### src/rtl/ahb_default_slave_cfg_if.sv
// AHB-Lite default-slave bus bundle: the matrix drives the address phase and
// HREADY, the slave returns HREADYOUT, HRESP and HRDATA.
interface ahb_default_slave_cfg_if #(
    parameter int ADDR_WIDTH = 32,
    parameter int DATA_WIDTH = 32
);
    logic                  HSEL;
    logic [ADDR_WIDTH-1:0] HADDR;
    logic [1:0]            HTRANS;
    logic                  HWRITE;
    logic                  HREADY;
    logic                  HREADYOUT;
    logic [1:0]            HRESP;
    logic [DATA_WIDTH-1:0] HRDATA;

    modport master (
        output HSEL, HADDR, HTRANS, HWRITE, HREADY,
        input  HREADYOUT, HRESP, HRDATA
    );

    modport slave (
        input  HSEL, HADDR, HTRANS, HWRITE, HREADY,
        output HREADYOUT, HRESP, HRDATA
    );
endinterface

### src/rtl/ahb_default_slave_cfg.sv
// AHB default slave: answers unclaimed transfers after programmable wait states with
// either a two-cycle ERROR or a fixed-data OKAY, and records a sticky first fault.
module ahb_default_slave_cfg #(
    parameter int                    ADDR_WIDTH  = 32,
    parameter int                    DATA_WIDTH  = 32,
    parameter int                    WAIT_STATES = 0,
    parameter int                    ERR_MODE    = 1,
    parameter logic [DATA_WIDTH-1:0] RDATA_VAL   = {DATA_WIDTH{1'b0}},
    parameter int                    CNT_WIDTH   = 8
) (
    input  logic                  HCLK,
    input  logic                  HRESETn,
    ahb_default_slave_cfg_if.slave bus,
    input  logic                  err_clr,
    output logic                  err_valid,
    output logic [ADDR_WIDTH-1:0] err_addr,
    output logic                  err_write,
    output logic [CNT_WIDTH-1:0]  err_count
);

    typedef enum logic [2:0] {
        ST_IDLE = 3'd0,
        ST_WAIT = 3'd1,
        ST_ERR1 = 3'd2,
        ST_ERR2 = 3'd3,
        ST_DONE = 3'd4
    } state_t;

    localparam logic [1:0] RESP_OKAY  = 2'b00;
    localparam logic [1:0] RESP_ERROR = 2'b01;

    // Counter reload covers the first wait cycle itself, hence the minus one.
    localparam logic [3:0] WAIT_LOAD   = (WAIT_STATES > 0) ? 4'(WAIT_STATES - 1) : 4'd0;
    localparam state_t     RESP_STATE  = (ERR_MODE == 1) ? ST_ERR1 : ST_DONE;
    localparam state_t     START_STATE = (WAIT_STATES > 0) ? ST_WAIT : RESP_STATE;

    localparam logic [CNT_WIDTH-1:0] CNT_ONE = CNT_WIDTH'(1'b1);
    localparam logic [CNT_WIDTH-1:0] CNT_MAX = {CNT_WIDTH{1'b1}};

    state_t                state_q,     state_d;
    logic [3:0]            wait_cnt_q,  wait_cnt_d;
    logic                  read_q,      read_d;
    logic                  hreadyout_q, hreadyout_d;
    logic [1:0]            hresp_q,     hresp_d;
    logic [DATA_WIDTH-1:0] hrdata_q,    hrdata_d;
    logic                  err_valid_q, err_valid_d;
    logic [ADDR_WIDTH-1:0] err_addr_q,  err_addr_d;
    logic                  err_write_q, err_write_d;
    logic [CNT_WIDTH-1:0]  err_count_q, err_count_d;

    logic accept_s;
    logic unused_htrans0_s;

    // A new address phase is only taken while this slave is signalling ready.
    assign accept_s         = bus.HSEL & bus.HREADY & bus.HTRANS[1] & hreadyout_q;
    assign unused_htrans0_s = bus.HTRANS[0];

    // State register and all registered outputs, async reset to the idle/OKAY state.
    always_ff @(posedge HCLK or negedge HRESETn) begin
        if (!HRESETn) begin
            state_q     <= ST_IDLE;
            wait_cnt_q  <= 4'd0;
            read_q      <= 1'b0;
            hreadyout_q <= 1'b1;
            hresp_q     <= RESP_OKAY;
            hrdata_q    <= {DATA_WIDTH{1'b0}};
            err_valid_q <= 1'b0;
            err_addr_q  <= {ADDR_WIDTH{1'b0}};
            err_write_q <= 1'b0;
            err_count_q <= {CNT_WIDTH{1'b0}};
        end else begin
            state_q     <= state_d;
            wait_cnt_q  <= wait_cnt_d;
            read_q      <= read_d;
            hreadyout_q <= hreadyout_d;
            hresp_q     <= hresp_d;
            hrdata_q    <= hrdata_d;
            err_valid_q <= err_valid_d;
            err_addr_q  <= err_addr_d;
            err_write_q <= err_write_d;
            err_count_q <= err_count_d;
        end
    end

    // Next-state logic; ERR2 and DONE may chain straight into a new transfer.
    always_comb begin
        state_d    = state_q;
        wait_cnt_d = wait_cnt_q;
        case (state_q)
            ST_IDLE, ST_ERR2, ST_DONE: begin
                if (accept_s) begin
                    state_d    = START_STATE;
                    wait_cnt_d = WAIT_LOAD;
                end else begin
                    state_d = ST_IDLE;
                end
            end
            ST_WAIT: begin
                if (wait_cnt_q == 4'd0) begin
                    state_d = RESP_STATE;
                end else begin
                    wait_cnt_d = wait_cnt_q - 4'd1;
                end
            end
            ST_ERR1: begin
                state_d = ST_ERR2;
            end
            default: begin
                state_d    = ST_IDLE;
                wait_cnt_d = 4'd0;
            end
        endcase
    end

    // Bus outputs are decoded from the upcoming state so they leave a flop.
    always_comb begin
        read_d      = accept_s ? ~bus.HWRITE : read_q;
        hreadyout_d = 1'b1;
        hresp_d     = RESP_OKAY;
        hrdata_d    = {DATA_WIDTH{1'b0}};
        case (state_d)
            ST_WAIT: begin
                hreadyout_d = 1'b0;
            end
            ST_ERR1: begin
                hreadyout_d = 1'b0;
                hresp_d     = RESP_ERROR;
            end
            ST_ERR2: begin
                hresp_d = RESP_ERROR;
            end
            ST_DONE: begin
                if (read_d) begin
                    hrdata_d = RDATA_VAL;
                end else begin
                    hrdata_d = {DATA_WIDTH{1'b0}};
                end
            end
            default: begin
                hreadyout_d = 1'b1;
                hresp_d     = RESP_OKAY;
                hrdata_d    = {DATA_WIDTH{1'b0}};
            end
        endcase
    end

    // Fault capture: clear wins first, then a coinciding accept is recorded as a fresh fault.
    always_comb begin
        err_valid_d = err_valid_q;
        err_addr_d  = err_addr_q;
        err_write_d = err_write_q;
        err_count_d = err_count_q;
        if (err_clr) begin
            err_valid_d = 1'b0;
            err_count_d = {CNT_WIDTH{1'b0}};
        end else begin
            err_valid_d = err_valid_q;
        end
        if (accept_s) begin
            err_valid_d = 1'b1;
            if (err_clr || !err_valid_q) begin
                err_addr_d  = bus.HADDR;
                err_write_d = bus.HWRITE;
            end else begin
                err_addr_d  = err_addr_q;
                err_write_d = err_write_q;
            end
            if (err_clr) begin
                err_count_d = CNT_ONE;
            end else if (err_count_q != CNT_MAX) begin
                err_count_d = err_count_q + CNT_ONE;
            end else begin
                err_count_d = err_count_q;
            end
        end else begin
            err_write_d = err_write_d;
        end
    end

    assign bus.HREADYOUT = hreadyout_q;
    assign bus.HRESP     = hresp_q;
    assign bus.HRDATA    = hrdata_q;
    assign err_valid     = err_valid_q;
    assign err_addr      = err_addr_q;
    assign err_write     = err_write_q;
    assign err_count     = err_count_q;

endmodule

### src/flat_wrapper.sv
// flat-port wrapper written by rule: the top's interface ports become plain ports
module ahb_default_slave_cfg_flat 
#(
    parameter int                    ADDR_WIDTH  = 32,
    parameter int                    DATA_WIDTH  = 32,
    parameter int                    WAIT_STATES = 0,
    parameter int                    ERR_MODE    = 1,
    parameter logic [DATA_WIDTH-1:0] RDATA_VAL   = {DATA_WIDTH{1'b0}},
    parameter int                    CNT_WIDTH   = 8
)
  (HCLK, HRESETn, err_clr, err_valid, err_addr, err_write, err_count, bus_HSEL, bus_HADDR, bus_HTRANS, bus_HWRITE, bus_HREADY, bus_HREADYOUT, bus_HRESP, bus_HRDATA);
  ahb_default_slave_cfg_if #(.ADDR_WIDTH(ADDR_WIDTH), .DATA_WIDTH(DATA_WIDTH)) bus_i ();
  input  logic HCLK;
  input  logic HRESETn;
  input  logic err_clr;
  output logic err_valid;
  output logic [ADDR_WIDTH-1:0] err_addr;
  output logic err_write;
  output logic [CNT_WIDTH-1:0] err_count;
  input wire logic [$bits(bus_i.HSEL)-1:0] bus_HSEL;
  input wire logic [$bits(bus_i.HADDR)-1:0] bus_HADDR;
  input wire logic [$bits(bus_i.HTRANS)-1:0] bus_HTRANS;
  input wire logic [$bits(bus_i.HWRITE)-1:0] bus_HWRITE;
  input wire logic [$bits(bus_i.HREADY)-1:0] bus_HREADY;
  output wire logic [$bits(bus_i.HREADYOUT)-1:0] bus_HREADYOUT;
  output wire logic [$bits(bus_i.HRESP)-1:0] bus_HRESP;
  output wire logic [$bits(bus_i.HRDATA)-1:0] bus_HRDATA;
  assign bus_i.HSEL = bus_HSEL;
  assign bus_i.HADDR = bus_HADDR;
  assign bus_i.HTRANS = bus_HTRANS;
  assign bus_i.HWRITE = bus_HWRITE;
  assign bus_i.HREADY = bus_HREADY;
  assign bus_HREADYOUT = bus_i.HREADYOUT;
  assign bus_HRESP = bus_i.HRESP;
  assign bus_HRDATA = bus_i.HRDATA;
  ahb_default_slave_cfg #(.ADDR_WIDTH(ADDR_WIDTH), .DATA_WIDTH(DATA_WIDTH), .WAIT_STATES(WAIT_STATES), .ERR_MODE(ERR_MODE), .RDATA_VAL(RDATA_VAL), .CNT_WIDTH(CNT_WIDTH)) u_core (.HCLK(HCLK), .HRESETn(HRESETn), .bus(bus_i), .err_clr(err_clr), .err_valid(err_valid), .err_addr(err_addr), .err_write(err_write), .err_count(err_count));
endmodule
### config.mk
export PLATFORM = sky130hd
export DESIGN_NAME = ahb_default_slave_cfg_flat
export DESIGN_NICKNAME = d
export VERILOG_FILES = /design/src/rtl/ahb_default_slave_cfg_if.sv /design/src/rtl/ahb_default_slave_cfg.sv /design/src/flat_wrapper.sv
export SDC_FILE = /design/constraint.sdc
export NUM_CORES = 1
export LEC_CHECK = 0
export ABC_AREA = 1
export BUFFER_PORTS_ARGS = -buffer_cell sky130_fd_sc_hd__buf_2
export CAP_MARGIN = 30
export CORE_MARGIN = 2
export CORE_UTILIZATION = 51
export DETAILED_ROUTE_END_ITERATION = 10
export GPL_TIMING_DRIVEN = 0
export PLACE_DENSITY = 0.91
export SETUP_SLACK_MARGIN = 0.15
export SLEW_MARGIN = 20
export SYNTH_ARGS = -nofsm -noshare
export SYNTH_HDL_FRONTEND = slang
export SYNTH_SLANG_ARGS = --single-unit
### constraint.sdc
create_clock -name HCLK -period 2.19 [get_ports HCLK]
set_input_delay 0.219 -clock HCLK [delete_from_list [all_inputs] [get_ports HCLK]]
set_output_delay 0.219 -clock HCLK [all_outputs]
set_load 0.03 [all_outputs]
Yosys cells after proc, flatten, opt, wreduce, memory -nomap -nowiden
Cells that the tools add are included.
W data, S select, Z words.

cells by class
  $add $sub $neg = 2
  equality and inequality tests = 10
  multiplexer cells = 14
  bitwise gates (word level) = 4
  reduce and logical (&&, ||, !) cells = 12

operators with widths
  operator               number
  $mux W8                4
  $eq A3 B2 Y1 const B   4
  $pmux W4 S3            1
  $pmux W3 S3            1
  $add A8 B1 Y8 const B  1
  $mux W4                2
  $ne A8 B8 Y1 const B   1
  $eq A3 B1 Y1 const B   2
  $logic_not A4 Y1       1
  $mux W1                4
  $reduce_and A2 Y1      2
  $reduce_bool A2 Y1     2
  $reduce_or A2 Y1       2
  $sub A4 B1 Y4 const B  1
  $and A1 B1 Y1          3
  $eq A3 B3 Y1 const B   1
  $logic_not A3 Y1       1
  $mux W3                1
  $reduce_and A3 Y1      1
  $reduce_or A3 Y1       1
  $mux W2                1
  $ne A2 B1 Y1 const B   1
  $ne A2 B2 Y1 const B   1
  $logic_not A1 Y1       1
  other kinds (2)        2

storage, ports and cells
  bits in registers = 51

Longest topological paths before layout
Gate-level depths: netlist of the first run.

  word-level depth = 8
  depth in mapped cells = 8

Worst setup path before layout of the first run
OpenSTA, ideal clock, no wires.

  path kind = register to register
  start = register u_core.err_count_q[0] (netlist: u_core.err_count[0])
  end = register u_core.err_count_q[0] (netlist: u_core.err_count[0])
  arrival = 1330 ps
  required time = 2072 ps
  slack = 742 ps
  cell stages (with the launch flop) = 9
  clock period less this slack = 1448 ps
  cells stage by stage = dfrtp_1 ha_1 nand2_1 nor2_2 nand2_2 nand2_4 nand2_4 nand2_1 o21ai_2

on the way
  cells in the longest elaborated chain, start to end = 4
  elaborated cells on any way between the ends = 7
  those cells by class = add/sub: 1; eq/ne: 1; mux: 3; reduce/logical: 2

ends and longest elaborated chain
  item                    line                          RTL
  from (decl)             ahb_default_slave_cfg.sv:49   logic [CNT_WIDTH-1:0] err_count_q, err_count_d;
  from (signal assigned)  ahb_default_slave_cfg.sv:70   err_count_q <= {CNT_WIDTH{1'b0}};
  from (signal assigned)  ahb_default_slave_cfg.sv:81   err_count_q <= err_count_d;
  $add A8 B1 Y8           ahb_default_slave_cfg.sv:171  err_count_d = err_count_q + CNT_ONE;
  $mux W8                 ahb_default_slave_cfg.sv:170  end else if (err_count_q != CNT_MAX) begin
  $mux W8                 ahb_default_slave_cfg.sv:168  if (err_clr) begin
  $mux W8                 ahb_default_slave_cfg.sv:159  if (accept_s) begin

Several ways; a longest one is shown, not always the timed one. The select of a mux whose other input is x is not followed.
A chain may end at the register's enable or synchronous reset.

Worst setup path in the final report of the first run
  start = register u_core.err_count_q[0] (netlist: u_core.err_count[0])
  end = register u_core.err_count_q[7] (netlist: u_core.err_count[7])

The elaborated chain is that of the path after synthesis.

==> qor.yml, run 1 <==
outcome:
  status: "finished clean"
min_path:
  hold_class: "input port to flip-flop"
  whs_path_depth: 3
pwr:
  vdd_drop_max_mv: 0.797
  leakage_uw: 0.00198
  power_density_nw_per_um2: 1100
clock_network:
  clk_path_buf_depth: 2
  post-cts-setup-buffers: 0
  post_cts_resized: 0
  clk_pin_slew_ns: 0.09
  cts_tree: "done"
  clock-sinks: 51
  clock_latency_ns: 0.29
  htree_levels: 2
  cts_root_buf: "clkbuf_8"
  cts-hold-fix-buffers: 1
  cts_made_buffers: 5
timing:
  rsz0062_at_grt: "no"
  finalSetupTns_ns: 0
  worst_slew_pin_slew_ns: 0.548
  slew-limit-headroom_pct: 63.5
  finalCritPeriodShare_pct: 63.4
  drv_slew: 0
  hold_viol: 0
  fmax_mhz: 720
  fin_hold_ws_ns: 0.152
  finClkSkew_ns: 0.00952
  final-setup-viol-count: 0
  fin_crit_ns: 1.39
detailed_routing:
  avgViaCountPerCell: 4.66
  wl_mm: 5.61
  dr.pass1.iters: 4
  drc: 0
  vias: 2300
  final_antenna_net_count: 0
  drt-initial-drc-count: 77
  wire_per_inst_um: 11.4
global_routing:
  grt_use_total_pct: 20.4
  grt_max_degree: 29
  first_global_vias: 2114
  gr-total-overflow: 0
  antenna_found_initial: 0
  grt_first_pass_wirelength_mm: 8.98
placed_design:
  gp_congestion: 0.872
  dp_hpwl_mm: 4.44
  io_buffers: 82
  place_area_um2: 3230
  placedCellCount: 485
synthesis:
  synth_xor_area_share_pct: 0.338
  synth-simple-area-share_pct: 30.7
  avgSynthCellArea_um2: 8.58
  synth_top_family_by_area: "simple AND/OR/NAND/NOR gates"
  syn-instance-count: 302
  ys_ff_latch: 51
  syn-cell-area_um2: 2590
  synthMuxAreaShare_pct: 0
  synth_compound_area_share_pct: 2.61
  ys_warn_count: 0
  yosysSeqAreaShare_pct: 49.3
  yosys.area_share.adder_pct: 1.45
  synth.distinct_cells: 24
setup_path:
  cp.required_ns: 2.41
  worstPathMaxFanout: 7
  worstPathArrival_ns: 1.60
  critical_path_class: "flip-flop to flip-flop"
  regToRegSetupSlack_ns: 0.80
  startpoint_type: "flip-flop"
  r2r_cells: 8
  end_kind: "flip-flop"
die:
  fp.dieArea_um2: 5660
  dieWidth_um: 75.3
  core-area_um2: 4820
  boundaryPins: 117
  dieHeight_um: 75.3
  initial_utilization_pct: 53.8
  rows: 25
layout:
  postLayoutCellArea_um2: 3360
  drive_above_1_share_pct: 36.3
  final_common_cell: "nand2_1"
  fin_cells: 494
  num_antenna_cells: 0
  final_nets: 469
  area_growth_pct: 29.6
  post-route-util_pct: 69.7
  layout_common_cells: "nand2_1, buf_2, nand3_1, dfrtp_1, buf_4"
flow_run:
  maxCapViolations: 0
[cells by family after synthesis]
family,Yosys count
DFF,51
xor gates and xnor gates,1
adders and majority gates,3
other,1
and+or+nand+nor,175
buffers and inverters,59
AOI/OAI and AO/OA,12
[worst max-delay path, cell delays in order, from the launching register on]
cell and delay [ns]:
dfrtp_1 0.44, ha_1 0.22, nand2_1 0.14, nor2_2 0.06
nand2_2 0.11, nand2_4 0.09, nor2_1 0.10, nor2_1 0.05
nor2_1 0.10
[layout make-up]
cell class	count	area, µm²
sequential	51	1280
clock buffer	6	82.6
buffer	43	338
inverter	16	62.6
tap	67	83.8
multi-input combinational	225	1040
clock inverter	2	35.0
timing repair buffer	84	440
fill	405	1460
[report_power, final]
group | leakage, µW | internal (µW) | switching [µW]
registers | 0.000654 | 1250 | 184
logic | 0.00126 | 457 | 1120
clock network | 0.0000612 | 370 | 294
total | 0.00198 | 2080 | 1600
[worst paths after layout]
path                                     start                   to
max in group asynchronous              HRESETn  u_core.err_addr[10]
min in group asynchronous              HRESETn  u_core.bus.HRESP[0]
min                              bus_HADDR[12]  u_core.err_addr[12]
max reg2reg                u_core.err_count[0]  u_core.err_count[7]
min reg2reg                u_core.err_addr[31]  u_core.err_addr[31]
max                        u_core.err_count[0]  u_core.err_count[7]
[per-stage QoR]
stage	power, µW	setup slack (ns)
after floorplan	2560	0.742
after global placement	2970	0.863
after detailed placement	3040	0.813
after CTS	3700	0.786
after global routing	3900	0.671
final	3680	0.801
[synthesized netlist by cell type]
| library cell | instances | area (µm²) |
|---|---|---|
| a21oi_1 | 2 | 10.0 |
| buf_4 | 39 | 293 |
| buf_6 | 4 | 45.0 |
| conb_1 | 1 | 3.75 |
| dfrtp_1 | 50 | 1250 |
| dfstp_2 | 1 | 26.3 |
| ha_1 | 3 | 37.5 |
| inv_1 | 13 | 48.8 |
| inv_2 | 2 | 7.51 |
| inv_4 | 1 | 6.26 |
| nand2_1 | 100 | 375 |
| nand2_2 | 3 | 18.8 |
| nand2_4 | 5 | 56.3 |
| nand3_1 | 50 | 250 |
| nand3_2 | 1 | 10.0 |
| nand4_1 | 3 | 18.8 |
| nor2_1 | 6 | 22.5 |
| nor2_2 | 5 | 31.3 |
| nor3_1 | 1 | 5.00 |
| o21ai_0 | 1 | 5.00 |
| o21ai_1 | 7 | 35.0 |
| o21ai_2 | 2 | 17.5 |
| or2_2 | 1 | 6.26 |
| xor2_1 | 1 | 8.76 |
[sequential cells by signal, indices dropped and copies added (netlist names)]
signal,flops
u_core.bus.HRESP,1
u_core.state_q,3
u_core.err_write,1
u_core.err_count,8
u_core.bus.HREADYOUT,1
u_core.err_addr,32
u_core.wait_cnt_q,4
u_core.err_valid,1
[metal layers]
metal  part of all wire (%)  vias up  routed length, µm  GRT usage (%)
li1                       -     1141                  -              -
met1                     41     1065               2320           24.7
met2                     53       92               2970           37.9
met3                    5.3        2                297           3.21
met4                   0.61        0                 34           4.87
met5                      0        -                  0              0
Note: power is estimated with default switching activity, not from simulation.
==> inputs of run 2 (changes only) <==
--- a/config.mk
+++ b/config.mk
@@ -9,10 +9,10 @@
 export BUFFER_PORTS_ARGS = -buffer_cell sky130_fd_sc_hd__buf_2
 export CAP_MARGIN = 30
 export CORE_MARGIN = 2
-export CORE_UTILIZATION = 51
+export CORE_UTILIZATION = 47
 export DETAILED_ROUTE_END_ITERATION = 10
 export GPL_TIMING_DRIVEN = 0
-export PLACE_DENSITY = 0.91
+export PLACE_DENSITY = 0.85
 export SETUP_SLACK_MARGIN = 0.15
 export SLEW_MARGIN = 20
 export SYNTH_ARGS = -nofsm -noshare
==> constraint.sdc (replaced) <==
create_clock -name HCLK -period 1.4 [get_ports HCLK]
set_input_delay 0.14 -clock HCLK [delete_from_list [all_inputs] [get_ports HCLK]]
set_output_delay 0.14 -clock HCLK [all_outputs]
set_load 0.03 [all_outputs]
==> run 2 against run 1 <==
Compared with the run above: register-to-register slack worse by 0.75 ns; via count is 2.9% higher; maximum frequency is 3.3% higher; non-clock buffer count is 13 higher; routed wire length is 11% higher; combinational power is 75% higher; largest power group unchanged; clock skew is 0.0039 ns lower; critical endpoint is now u_core.err_count[3]; global-route usage is 0.26 points lower; final area is 11% higher; clock power is 49% higher.
==> qor.yml, run 2 (synthesis results as in run 1) <==
outcome:
  status: "finished clean"
die:
  boundaryPins: 117  # unchanged
  dieHeight_um: 78.2  # +4.0%
  dieWidth_um: 78.2  # +4.0%
  initial_utilization_pct: 47.9  # -5.8 points
  core-area_um2: 5410  # +12%
  rows: 27  # +8.0%
  fp.dieArea_um2: 6120  # +8.1%
clock_network:
  clock-sinks: 51  # unchanged
  cts_root_buf: "clkbuf_8"
  htree_levels: 2  # unchanged
  clock_latency_ns: 0.30  # about the same
  cts_made_buffers: 5  # unchanged
  cts_tree: "done"
  clk_path_buf_depth: 2  # unchanged
  clk_pin_slew_ns: 0.09  # about the same
layout:
  final_nets: 483  # +3.0%
  num_antenna_cells: 0  # unchanged
  largest_reg_flops: 32  # unchanged
  layout_common_cells: "buf_2, nand2_1, nand3_1, dfrtp_1, buf_4"
  drive_above_1_share_pct: 51.1  # +15 points
  area_growth_pct: 43.9
  final_common_cell: "buf_2"
  post-route-util_pct: 69.0  # -0.70 points
  postLayoutCellArea_um2: 3730  # +11%
min_path:
  whs_path_depth: 3  # unchanged
  hold_class: "input port to flip-flop"
  hold_end: "u_core.err_addr[6]"
  min-delay-start: "bus_HADDR[6]"
timing:
  hold_viol: 0  # unchanged
  finalCritPeriodShare_pct: 96.1  # +33 points
  fin_crit_ns: 1.34  # -0.0441 ns
  drv_slew: 0  # unchanged
  rsz0062_at_grt: "yes"
  fmax_mhz: 744  # +3.3%
  finClkSkew_ns: 0.00567  # -0.00386 ns
  final-setup-viol-count: 0  # unchanged
detailed_routing:
  drt-initial-drc-count: 136  # +77%
  wire_per_inst_um: 12.2  # +7.1%
  drc: 0  # unchanged
  wl_mm: 6.23  # +11%
  final_antenna_net_count: 0  # unchanged
  avgViaCountPerCell: 4.62  # -0.70%
  vias: 2367  # +2.9%
  dr.pass1.iters: 4  # unchanged
global_routing:
  grt_max_degree: 31  # +6.9%
  grt_use_total_pct: 20.1  # -0.26 points
  gr-total-overflow: 0  # unchanged
  first_global_vias: 2103  # -0.52%
  grt_first_pass_wirelength_mm: 9.78  # +8.8%
  antenna_found_initial: 0  # unchanged
setup_path:
  worstPathMaxFanout: 6  # -1
  regToRegSetupSlack_ns: 0.06  # -0.75 ns
  critical_path_class: "flip-flop to flip-flop"
  startpoint_type: "flip-flop"
  r2r-end: "u_core.err_count[3]"
  worstPathArrival_ns: 1.58  # -0.02 ns
  end_kind: "flip-flop"
  cp.required_ns: 1.63  # -0.78 ns
  r2r-start: "u_core.bus.HREADYOUT"
  r2r_cells: 7  # -1
pwr:
  finalPower_uw: 6060  # +65%
  power_density_nw_per_um2: 1630  # +48%
  leakage_uw: 0.00209  # +5.6%
  vdd_drop_max_mv: 1.01  # +26%
placed_design:
  place_area_um2: 3270  # +1.2%
  gp_congestion: 0.860  # -1.3%
  io_buffers: 82  # unchanged
  dp_hpwl_mm: 4.24  # -4.4%
flow_run:
  maxCapViolations: 0  # unchanged
-- run 2: cell count changes in the layout (fill, tap and decap cells not counted), sizes merged --
cell | previous run | this run
buf | 126 | 139
clkbuf | 6 | 5
clkinv | 1 | 0
clkinvlp | 0 | 1
nand2 | 108 | 109
-- run 2: worst max path at each step --
stage | startpoint | to | depth (start not counted)
after floorplan | u_core.bus.HREADYOUT | u_core.err_addr[10] | 7
after global placement | u_core.bus.HREADYOUT | u_core.err_addr[7] | 7
after detailed placement | u_core.bus.HREADYOUT | u_core.err_addr[7] | 7
after CTS | u_core.bus.HREADYOUT | u_core.err_addr[4] | 7
after global routing | u_core.bus.HREADYOUT | u_core.err_count[3] | 7
final | u_core.bus.HREADYOUT | u_core.err_count[3] | 7
-- run 2: final cells by class --
cell class,count,area [µm²]
plain buffers,43,358
clock buffers,5,68.8
clock inverters,2,37.5
fillers,448,1680
inverters,16,70.1
multi-input cells,226,1260
flip-flops and latches,51,1280
well taps,72,90.1
repair buffers,97,561
-- run 2: metrics by stage --
step / setup WS [ns] / setup TNS (ns) / cells / hold WS (ns)
finish: 0.0551 / 0 / 512 / 0.0616
global route: -0.0259 / -0.0488 / 512 / 0.0502
CTS: 0.0377 / 0 / 507 / 0.0565
detailed placement: 0.0432 / 0 / 490 / 0.131
global placement: 0.0852 / 0 / 489 / 0.372
floorplan: 0.0478 / 0 / 335 / -0.156
-- run 2: what timing repair did --
action                                  4_1_cts  5_1_grt
pin swaps                                     6       10
endpoints found under the hold margin        21        0
gates resized for setup                      29       51
endpoints found under the setup margin       41       49
hold buffers                                  1        0
gates cloned                                  5        0
buffers inserted                              4        5
-- run 2: critical path: stages (launching register included) --
cell	delay [ns]
dfstp_2	0.54
nand2_2	0.06
nor2_4	0.13
buf_6	0.13
inv_8	0.04
nor2_4	0.16
nand3_2	0.09
o21ai_1	0.12
-- run 2: metal layers --
| metal | part of all wire (%) | track usage, % |
|---|---|---|
| met4 | 0.77 | 5.09 |
| met5 | 0 | 0 |
| met1 | 40 | 25.9 |
| met3 | 6.2 | 4.02 |
| met2 | 53 | 34.8 |
-- run 2: report_power, final --
part | internal (µW) | switching [µW] | total, µW
clock network | 522 | 468 | 991
logic | 889 | 1870 | 2760
registers | 1960 | 350 | 2310
total | 3370 | 2690 | 6060
